**src/rtl/memory_stage.sv**
```systemverilog
// rtl/memory_stage.sv - Memory pipeline stage: data-memory load/store, stack push/pop, SP, MEM/WB buffer.
// Optional STACK_GUARD_EN adds a sticky stack_fault output and suppresses stack overflow/underflow.
module memory_stage #(
  parameter int                ADDR_W  = 12,
  parameter logic [ADDR_W-1:0] SP_INIT = 12'hFFF
) (
  input  logic              clk,
  input  logic              reset,
  input  logic [15:0]       ex_result,
  input  logic [15:0]       ex_read_data1,
  input  logic [15:0]       ex_read_data2,
  input  logic [31:0]       ex_pc_plus_one,
  input  logic [2:0]        ex_flags,
  input  logic              ex_mem_read,
  input  logic              ex_mem_write,
  input  logic              ex_mem_push,
  input  logic              ex_mem_pop,
  input  logic [1:0]        ex_addr_sel,
  input  logic [1:0]        ex_wsrc_sel,
  input  logic              ex_pc_choose_memory,
  input  logic              ex_reg_write,
  input  logic [2:0]        ex_reg_write_address,
  input  logic [1:0]        ex_wb_sel,
  input  logic [15:0]       ex_ldm_value,
  input  logic [15:0]       ex_input_port,
  output logic [ADDR_W-1:0] dmem_addr,
  output logic [15:0]       dmem_wdata,
  output logic              dmem_we,
  input  logic [15:0]       dmem_rdata,
  output logic              stall,
  output logic [15:0]       mem_data_out,
  output logic [31:0]       pc_out,
  output logic              pc_load_out,
  output logic [15:0]       result_out,
  output logic              reg_write_out,
  output logic [2:0]        reg_write_address_out,
  output logic [1:0]        wb_sel_out,
  output logic [15:0]       ldm_value_out,
  output logic [15:0]       input_port_out,
`ifdef STACK_GUARD_EN
  output logic              stack_fault,
`endif
  output logic [ADDR_W-1:0] sp_out
);

  localparam logic [1:0] S_IDLE    = 2'd0;
  localparam logic [1:0] S_PUSH_LO = 2'd1;
  localparam logic [1:0] S_POP_HI  = 2'd2;
  localparam logic [ADDR_W-1:0] SP_ONE = {{(ADDR_W-1){1'b0}}, 1'b1};

  logic [1:0]        state_q, state_d;
  logic [ADDR_W-1:0] sp_q, sp_d;
  logic [15:0]       lo_hold_q, lo_hold_d;
  logic [15:0]       mem_data_q, mem_data_d;
  logic [31:0]       pc_q, pc_d;
  logic              pc_load_q, pc_load_d;
  logic              reg_write_q, reg_write_d;
  logic [15:0]       result_q, ldm_q, inport_q;
  logic [2:0]        rwa_q;
  logic [1:0]        wb_sel_q;
  logic              fault_q, fault_d;

  logic [ADDR_W-1:0] sp_inc, sp_dec, sel_addr, addr_c;
  logic [15:0]       wsrc_data, wdata_c;
  logic              we_c, stall_c;
  logic              do_push, do_pop, do_write, do_read, push_ok, pop_ok;

  always_comb begin
    sp_inc   = sp_q + SP_ONE;
    sp_dec   = sp_q - SP_ONE;
    do_push  = ex_mem_push;
    do_pop   = ~ex_mem_push & ex_mem_pop;
    do_write = ~ex_mem_push & ~ex_mem_pop & ex_mem_write;
    do_read  = ~ex_mem_push & ~ex_mem_pop & ~ex_mem_write & ex_mem_read;
`ifdef STACK_GUARD_EN
    push_ok  = (sp_q != '0);
    pop_ok   = (sp_q != SP_INIT);
`else
    push_ok  = 1'b1;
    pop_ok   = 1'b1;
`endif
    case (ex_addr_sel)
      2'b01:   sel_addr = ex_read_data1[ADDR_W-1:0];
      2'b10:   sel_addr = sp_q;
      default: sel_addr = ex_result[ADDR_W-1:0];
    endcase
    case (ex_wsrc_sel)
      2'b00:   wsrc_data = ex_read_data2;
      2'b01:   wsrc_data = ex_read_data1;
      2'b10:   wsrc_data = ex_pc_plus_one[31:16];
      default: wsrc_data = {13'b0, ex_flags};
    endcase
  end

  always_comb begin
    state_d     = state_q;
    sp_d        = sp_q;
    lo_hold_d   = lo_hold_q;
    mem_data_d  = mem_data_q;
    pc_d        = pc_q;
    pc_load_d   = 1'b0;
    reg_write_d = ex_reg_write;
    fault_d     = fault_q;
    addr_c      = ex_result[ADDR_W-1:0];
    wdata_c     = wsrc_data;
    we_c        = 1'b0;
    stall_c     = 1'b0;
    case (state_q)
      // Second halves run off the ex_* values upstream holds during the stall.
      S_PUSH_LO: begin
        we_c    = 1'b1;
        addr_c  = sp_q;
        wdata_c = ex_pc_plus_one[15:0];
        sp_d    = sp_dec;
        state_d = S_IDLE;
      end
      S_POP_HI: begin
        addr_c    = sp_inc;
        pc_d      = {dmem_rdata, lo_hold_q};
        pc_load_d = 1'b1;
        sp_d      = sp_inc;
        state_d   = S_IDLE;
      end
      default: begin
        if (do_push) begin
          if (!push_ok) begin
            reg_write_d = 1'b0;
            fault_d     = 1'b1;
          end else begin
            we_c   = 1'b1;
            addr_c = sp_q;
            sp_d   = sp_dec;
            if (ex_wsrc_sel == 2'b10) begin
              stall_c     = 1'b1;
              reg_write_d = 1'b0;
              state_d     = S_PUSH_LO;
            end
          end
        end else if (do_pop) begin
          if (!pop_ok) begin
            reg_write_d = 1'b0;
            fault_d     = 1'b1;
          end else begin
            addr_c = sp_inc;
            sp_d   = sp_inc;
            if (ex_pc_choose_memory) begin
              lo_hold_d   = dmem_rdata;
              stall_c     = 1'b1;
              reg_write_d = 1'b0;
              state_d     = S_POP_HI;
            end else begin
              mem_data_d = dmem_rdata;
            end
          end
        end else if (do_write) begin
          we_c   = 1'b1;
          addr_c = sel_addr;
        end else if (do_read) begin
          addr_c     = sel_addr;
          mem_data_d = dmem_rdata;
        end
      end
    endcase
  end

  // Strobes are masked while reset is held so no write lands during reset.
  assign dmem_addr  = addr_c;
  assign dmem_wdata = wdata_c;
  assign dmem_we    = we_c & reset;
  assign stall      = stall_c & reset;

  always_ff @(posedge clk or negedge reset) begin
    if (!reset) begin
      state_q     <= S_IDLE;
      sp_q        <= SP_INIT;
      lo_hold_q   <= '0;
      mem_data_q  <= '0;
      pc_q        <= '0;
      pc_load_q   <= 1'b0;
      reg_write_q <= 1'b0;
      result_q    <= '0;
      rwa_q       <= '0;
      wb_sel_q    <= '0;
      ldm_q       <= '0;
      inport_q    <= '0;
      fault_q     <= 1'b0;
    end else begin
      state_q     <= state_d;
      sp_q        <= sp_d;
      lo_hold_q   <= lo_hold_d;
      mem_data_q  <= mem_data_d;
      pc_q        <= pc_d;
      pc_load_q   <= pc_load_d;
      reg_write_q <= reg_write_d;
      result_q    <= ex_result;
      rwa_q       <= ex_reg_write_address;
      wb_sel_q    <= ex_wb_sel;
      ldm_q       <= ex_ldm_value;
      inport_q    <= ex_input_port;
      fault_q     <= fault_d;
    end
  end

  assign mem_data_out          = mem_data_q;
  assign pc_out                = pc_q;
  assign pc_load_out           = pc_load_q;
  assign result_out            = result_q;
  assign reg_write_out         = reg_write_q;
  assign reg_write_address_out = rwa_q;
  assign wb_sel_out            = wb_sel_q;
  assign ldm_value_out         = ldm_q;
  assign input_port_out        = inport_q;
  assign sp_out                = sp_q;
`ifdef STACK_GUARD_EN
  assign stack_fault           = fault_q;
`endif

endmodule

```
**config.mk**
```make
export PLATFORM = sky130hd
export DESIGN_NAME = memory_stage
export DESIGN_NICKNAME = d
export VERILOG_FILES = /design/src/rtl/memory_stage.sv
export SDC_FILE = /design/constraint.sdc
export NUM_CORES = 1
export LEC_CHECK = 0
export ABC_AREA = 1
export ABC_CLOCK_PERIOD_IN_PS = 2000
export CAP_MARGIN = 20
export CORE_ASPECT_RATIO = 2
export CORE_UTILIZATION = 35
export CTS_CLUSTER_DIAMETER = 150
export DETAILED_ROUTE_END_ITERATION = 12
export PLACE_DENSITY = 0.7
export SLEW_MARGIN = 5
export SYNTH_ARGS = -nofsm -noshare
export SYNTH_HDL_FRONTEND = slang
export SYNTH_SLANG_ARGS = --single-unit
export TNS_END_PERCENT = 30
```
**constraint.sdc**
```tcl
create_clock -name clk -period 2 [get_ports clk]
set_input_delay 0.3 -clock clk [delete_from_list [all_inputs] [get_ports clk]]
set_output_delay 0.3 -clock clk [all_outputs]
set_load 0.03 [all_outputs]
```
# After elaboration in Yosys (flattened, before gate mapping)
# Cells that the tools add are included.
classes:
  add_sub_neg: 2
  eq_ne: 9
  n_mux: 35
  n_bitwise: 11
  n_reduce_logical: 9
ops:
  columns: ["cell", "n"]
  rows:
  - ["two-way mux 16 bit", 5]
  - ["two-way mux 12 bit", 6]
  - ["case mux 12 bit (2 select lines)", 3]
  - ["case mux 16 bit (3 select lines)", 1]
  - ["two-way mux 1 bit", 14]
  - ["adder 12 x 1 -> 12 bit (second input constant)", 1]
  - ["subtractor 12 x 1 -> 12 bit (second input constant)", 1]
  - ["two-way mux 2 bit", 5]
  - ["AND 1 bit", 7]
  - ["equality test 2 x 1 -> 1 bit (second input constant)", 3]
  - ["equality test 2 bit (second input constant)", 3]
  - ["nonzero test 3 bit", 2]
  - ["AND reduction 5 bit", 1]
  - ["!= test 2 bit (second input constant)", 2]
  - ["inverter 1 bit", 4]
  - ["AND reduction 4 bit", 1]
  - ["nonzero test 4 bit", 1]
  - ["!= test 3 x 2 -> 1 bit (second input constant)", 1]
  - ["AND reduction 3 bit", 1]
  - ["zero test 2 bit", 1]
  - ["case mux 1 bit (2 select lines)", 1]
  - ["nonzero test 2 bit", 1]
  - ["OR reduction 2 bit", 1]
word_totals:
  reg_bits: 133
  word_cells: 78

# Longest topological paths before layout
depth:
  word_depth: 9
  mapped_depth: 11
  depth_no_buf: 11

# Worst setup path after synthesis
# No wires, ideal clock.
synth_path:
  path_kind: "flip-flop to output port"
  start: "register sp_q[1] (netlist: sp_out[1])"
  end: "output port dmem_addr[10]"
  arrival_ps: 1946
  required_time_ps: 1700
  slack_ps: -246
  stages_incl_launch_ff: 10
  path_buffers: 0
  cell_sequence: "dfstp_2 ha_1 nand2_1 nor3_1 nand2_1 nand2_1 nand3_1 o21ai_0 nor2_1 nor2_1"
synth_between:
  elab_chain_cells: 4
synth_rtl:
  columns: ["element", "line", "text"]
  rows:
  - ["start, declared", "52", "logic [ADDR_W-1:0] sp_q, sp_d;"]
  - ["start signal, assigned", "189", "sp_q <= sp_d;"]
  - ["adder 12 x 1 -> 12 bit (*)", "69", "sp_inc = sp_q + SP_ONE;"]
  - ["two-way mux 12 bit", "139", "end else if (do_pop) begin"]
  - ["two-way mux 12 bit", "125", "if (do_push) begin"]
  - ["case mux 12 bit (2 select lines) (*)", "108", "case (state_q)"]
  - ["end, declared", "26", "output logic [ADDR_W-1:0] dmem_addr,"]
# Mark *: on every way between the ends. The rest lies on a longest branch, timed or not.

# Final worst setup path
layout_path:
  start: "register sp_q[1] (netlist: sp_out[1])"
  end: "output port dmem_addr[1]"
layout_between:
  elab_chain_cells: 6
  word_cells_on_any_way: 7
layout_rtl:
  columns: ["element", "line"]
  rows:
  - ["parallel branches: the longest is 5 deep, another holds adder 12 x 1 -> 12 bit", null]
  - ["case mux 12 bit (2 select lines) (*)", "108"]
# Every way passes the cells marked *.

==> metrics <==
Top Metal Used met4; CTS hold repair buffers 0; asr flop ratio synth 1.000; post-synth top area cell dfrtp_1; met3 routed WL 1337 um; final cycle utilization of the critical path 1.235; Post-synth EDFFs 0; ranking of synthesized cells by area dfrtp_1 (48%), nand2_1 (17%), o21ai_0 (7.8%), dfstp_2 (5.0%), nor2_1 (4.3%); Post-Synth XOR/XNOR Area 0.008382; VDD IR-drop max 1.140 mV; CTS tree done; WL final 23750 um; port bufs 292; Seq cells post-synth 133; Initial Utilization 0.3612; Slew @ Worst Pin 750.0 ps; Startpoint Class flip-flop; Syn Nets 954; Worst setup EP type primary output; Avg Synthesized Cell Area 7.837 um^2; FF+latch area 3343 um^2; WL met1 7855 um; area post-placement 10050 um^2; die width 96.64 um; Clock Skew 9.830 ps; max_slew headroom 0.5000; sequential share of the synthesized area 0.5332; Avg WL per Cell 17.00 um; LEAKAGE 5.282 nW; Ant. Diodes 0; worst-skew pair later-pin latency 420 ps; area of the multi-input gates 2816 um^2; max cap viols 0; fin cells 1397; CP Max Fanout 3; status finished, violations left; core footprint 17360 um^2; initial antenna violation count 0; DR vias 6941; Clock Sinks 133; Congestion Overflow GR 0; CP Data Arrival Time 2170 ps; Mapped Cells 800; Finished Core Util 0.6381; Hold WC Path Type in -> async; Die Ht 191.3 um; commonest cells in the netlist nand2_1 (285), dfrtp_1 (121), o21ai_0 (98), nor2_1 (71), inv_1 (66); CP Data Required Time 1700 ps; Placed Cells 1352; Root Buffer clkbuf_16; Period minus WS final 2469 ps; met2 WL 13300 um; Layout area overhead 76.65%; router iterations before antenna repair 5; CTS Buf Count 17; count of final setup violators 14; first-pass GRT wire length 36180 um; # rows 68; hpwl dp 18090 um; fin area 11080 um^2; # fillers 1473; Ports 293; Top FF cell, synth dfrtp_1; share of cells above drive strength 1 0.1997; pin count of the biggest net entering global routing 134; DRC Markers 0; clock slew at reported path FFs 60 ps; CTS H-tree depth 4; Via density 4.969; Fmax achieved 405.0 MHz; gpl congestion 0.9245; Max Buffers Root-to-Sink 2; Final ANT Viol Nets 0; Cell Pwr Density 1366 nW/um^2; RSZ-0062 raised after global routing true; Yosys top cell area share 0.4829; failing checks hold timing, setup timing; Post-Synth Simple-Gate Area 0.2576; Yosys warnings 0; total track usage 0.2556; main combinational cell family by area after synthesis simple AND/OR/NAND/NOR gates; Final Max Slew Viols 0; NumNets Final 1328; Hold Fails Final Rpt 30; mux contribution to synthesized area 0; setup ws final -469.1 ps; mapped cell area 6270 um^2; WHS -55.64 ps; vias in the first global route 6956; Initial DRC Count 381; most common cell in the netlist nand2_1; Setup Crit Path Kind reg -> out; Compound-Gate Fraction of Synth Area 0.1235; Die ar. 18490 um^2; Post-Synth Adder-Cell Area 0.01197; unique cell type count in the Yosys netlist 34
-- kinds of logic after synthesis --
| kind of cell | Yosys count |
|---|---|
| compound gates | 143 |
| xor+xnor | 6 |
| fa+ha+maj | 6 |
| buf+inv | 103 |
| flops | 133 |
| simple gates | 409 |
-- timing repair --
| action | in CTS | in global routing |
|---|---|---|
| buffers inserted | 10 | 4 |
| resized for setup | 79 | 43 |
| pin swaps | 23 | 8 |
| endpoints found under the hold margin | 0 | 0 |
| setup endpoints to repair | 39 | 36 |
-- routing by layer --
metal,global-route usage,vias up
li1,-,3307
met1,0.2540,3259
met2,0.4710,301
met3,0.06472,74
met4,0.1561,0
met5,0,-
-- cell usage in the layout (no fill, tap or decap), types with 5 or more instances in the layout --
master / netlist / routed
dfstp_2: 12 / 12
buf_12: 0 / 14
o21ai_1: 3 / 11
inv_2: 1 / 7
inv_6: 0 / 5
nor2_2: 1 / 10
o22ai_1: 9 / 8
dlygate4sd2_1: 0 / 12
nor2_4: 1 / 6
nand2_1: 285 / 275
nand3_1: 43 / 36
buf_6: 0 / 14
buf_4: 2 / 100
inv_1: 66 / 59
o21ai_0: 98 / 86
nand2_2: 2 / 9
clkdlybuf4s50_1: 0 / 244
nand3_2: 0 / 6
clkbuf_16: 0 / 17
dfrtp_1: 121 / 121
nor2_1: 71 / 57
a21oi_1: 19 / 13
-- registers in the layout, indices dropped and copies added, names as in the netlist --
| signal | cells |
|---|---|
| input_port_out | 16 |
| pc_load_out | 1 |
| state_q | 2 |
| reg_write_out | 1 |
| pc_out | 32 |
| reg_write_address_out | 3 |
| result_out | 16 |
| lo_hold_q | 16 |
| wb_sel_out | 2 |
| sp_out | 12 |
| ldm_value_out | 16 |
| mem_data_out | 16 |
-- worst paths after layout --
| path | startpoint | depth (start not counted) | slack, ps | endpoint |
|---|---|---|---|---|
| min in group clk | ex_ldm_value[8] | 1 | 310 | ldm_value_out[8]$_DFF_PN0_ |
| max in group asynchronous | reset | 2 | 1450 | result_out[5]$_DFF_PN0_ |
| worst max register to register | sp_out[1]$_DFFE_PN1P_ | 12 | 10 | sp_out[9]$_DFFE_PN1P_ |
| worst max-delay path | sp_out[1]$_DFFE_PN1P_ | 10 | -470 | dmem_addr[1] |
| worst min-delay path | reset | 2 | -60 | pc_out[4]$_DFFE_PN0P_ |
| worst min register to register | pc_out[11]$_DFFE_PN0P_ | 2 | 470 | pc_out[11]$_DFFE_PN0P_ |
-- worst max-delay path, stage by stage, from the launching register on --
cell and delay (ps):
dfstp_2 610, buf_4 140, buf_6 90, buf_6 90, inv_2 50, ha_4 290, nand2_2 60, nand2_2 100
a21oi_4 50, a21oi_4 130, buf_6 150
-- through the flow --
stage	setup TNS [ps]	hold WS [ps]	total power (W)	setup WS [ps]
detailed placement	-6398	458.1	0.01121	-456.2
global route	-7863	44.80	0.01593	-550.1
global placement	-5197	453.8	0.01115	-423.1
floorplan	-521.5	4.409	0.007597	-120.8
finish	-5190	-55.64	0.01513	-469.1
CTS	-6131	18.29	0.01496	-445.6
-- report_power, final --
group          leakage (nW)  internal [W]  switching (W)
Clock                 0.293       0.00198        0.00123
Combinational          3.39       0.00340        0.00454
Sequential             1.60       0.00349       0.000484
Total                  5.28       0.00887        0.00626
-- cell type report --
class	instances	area share
Tap cell	210	0.02372
Multi-Input combinational cell	564	0.2543
Inverter	71	0.02508
Clock buffer	19	0.03909
Timing Repair Buffer	387	0.3407
Clock inverter	13	0.01525
Sequential cell	133	0.3019
Power figures use the tool's default switching activity.
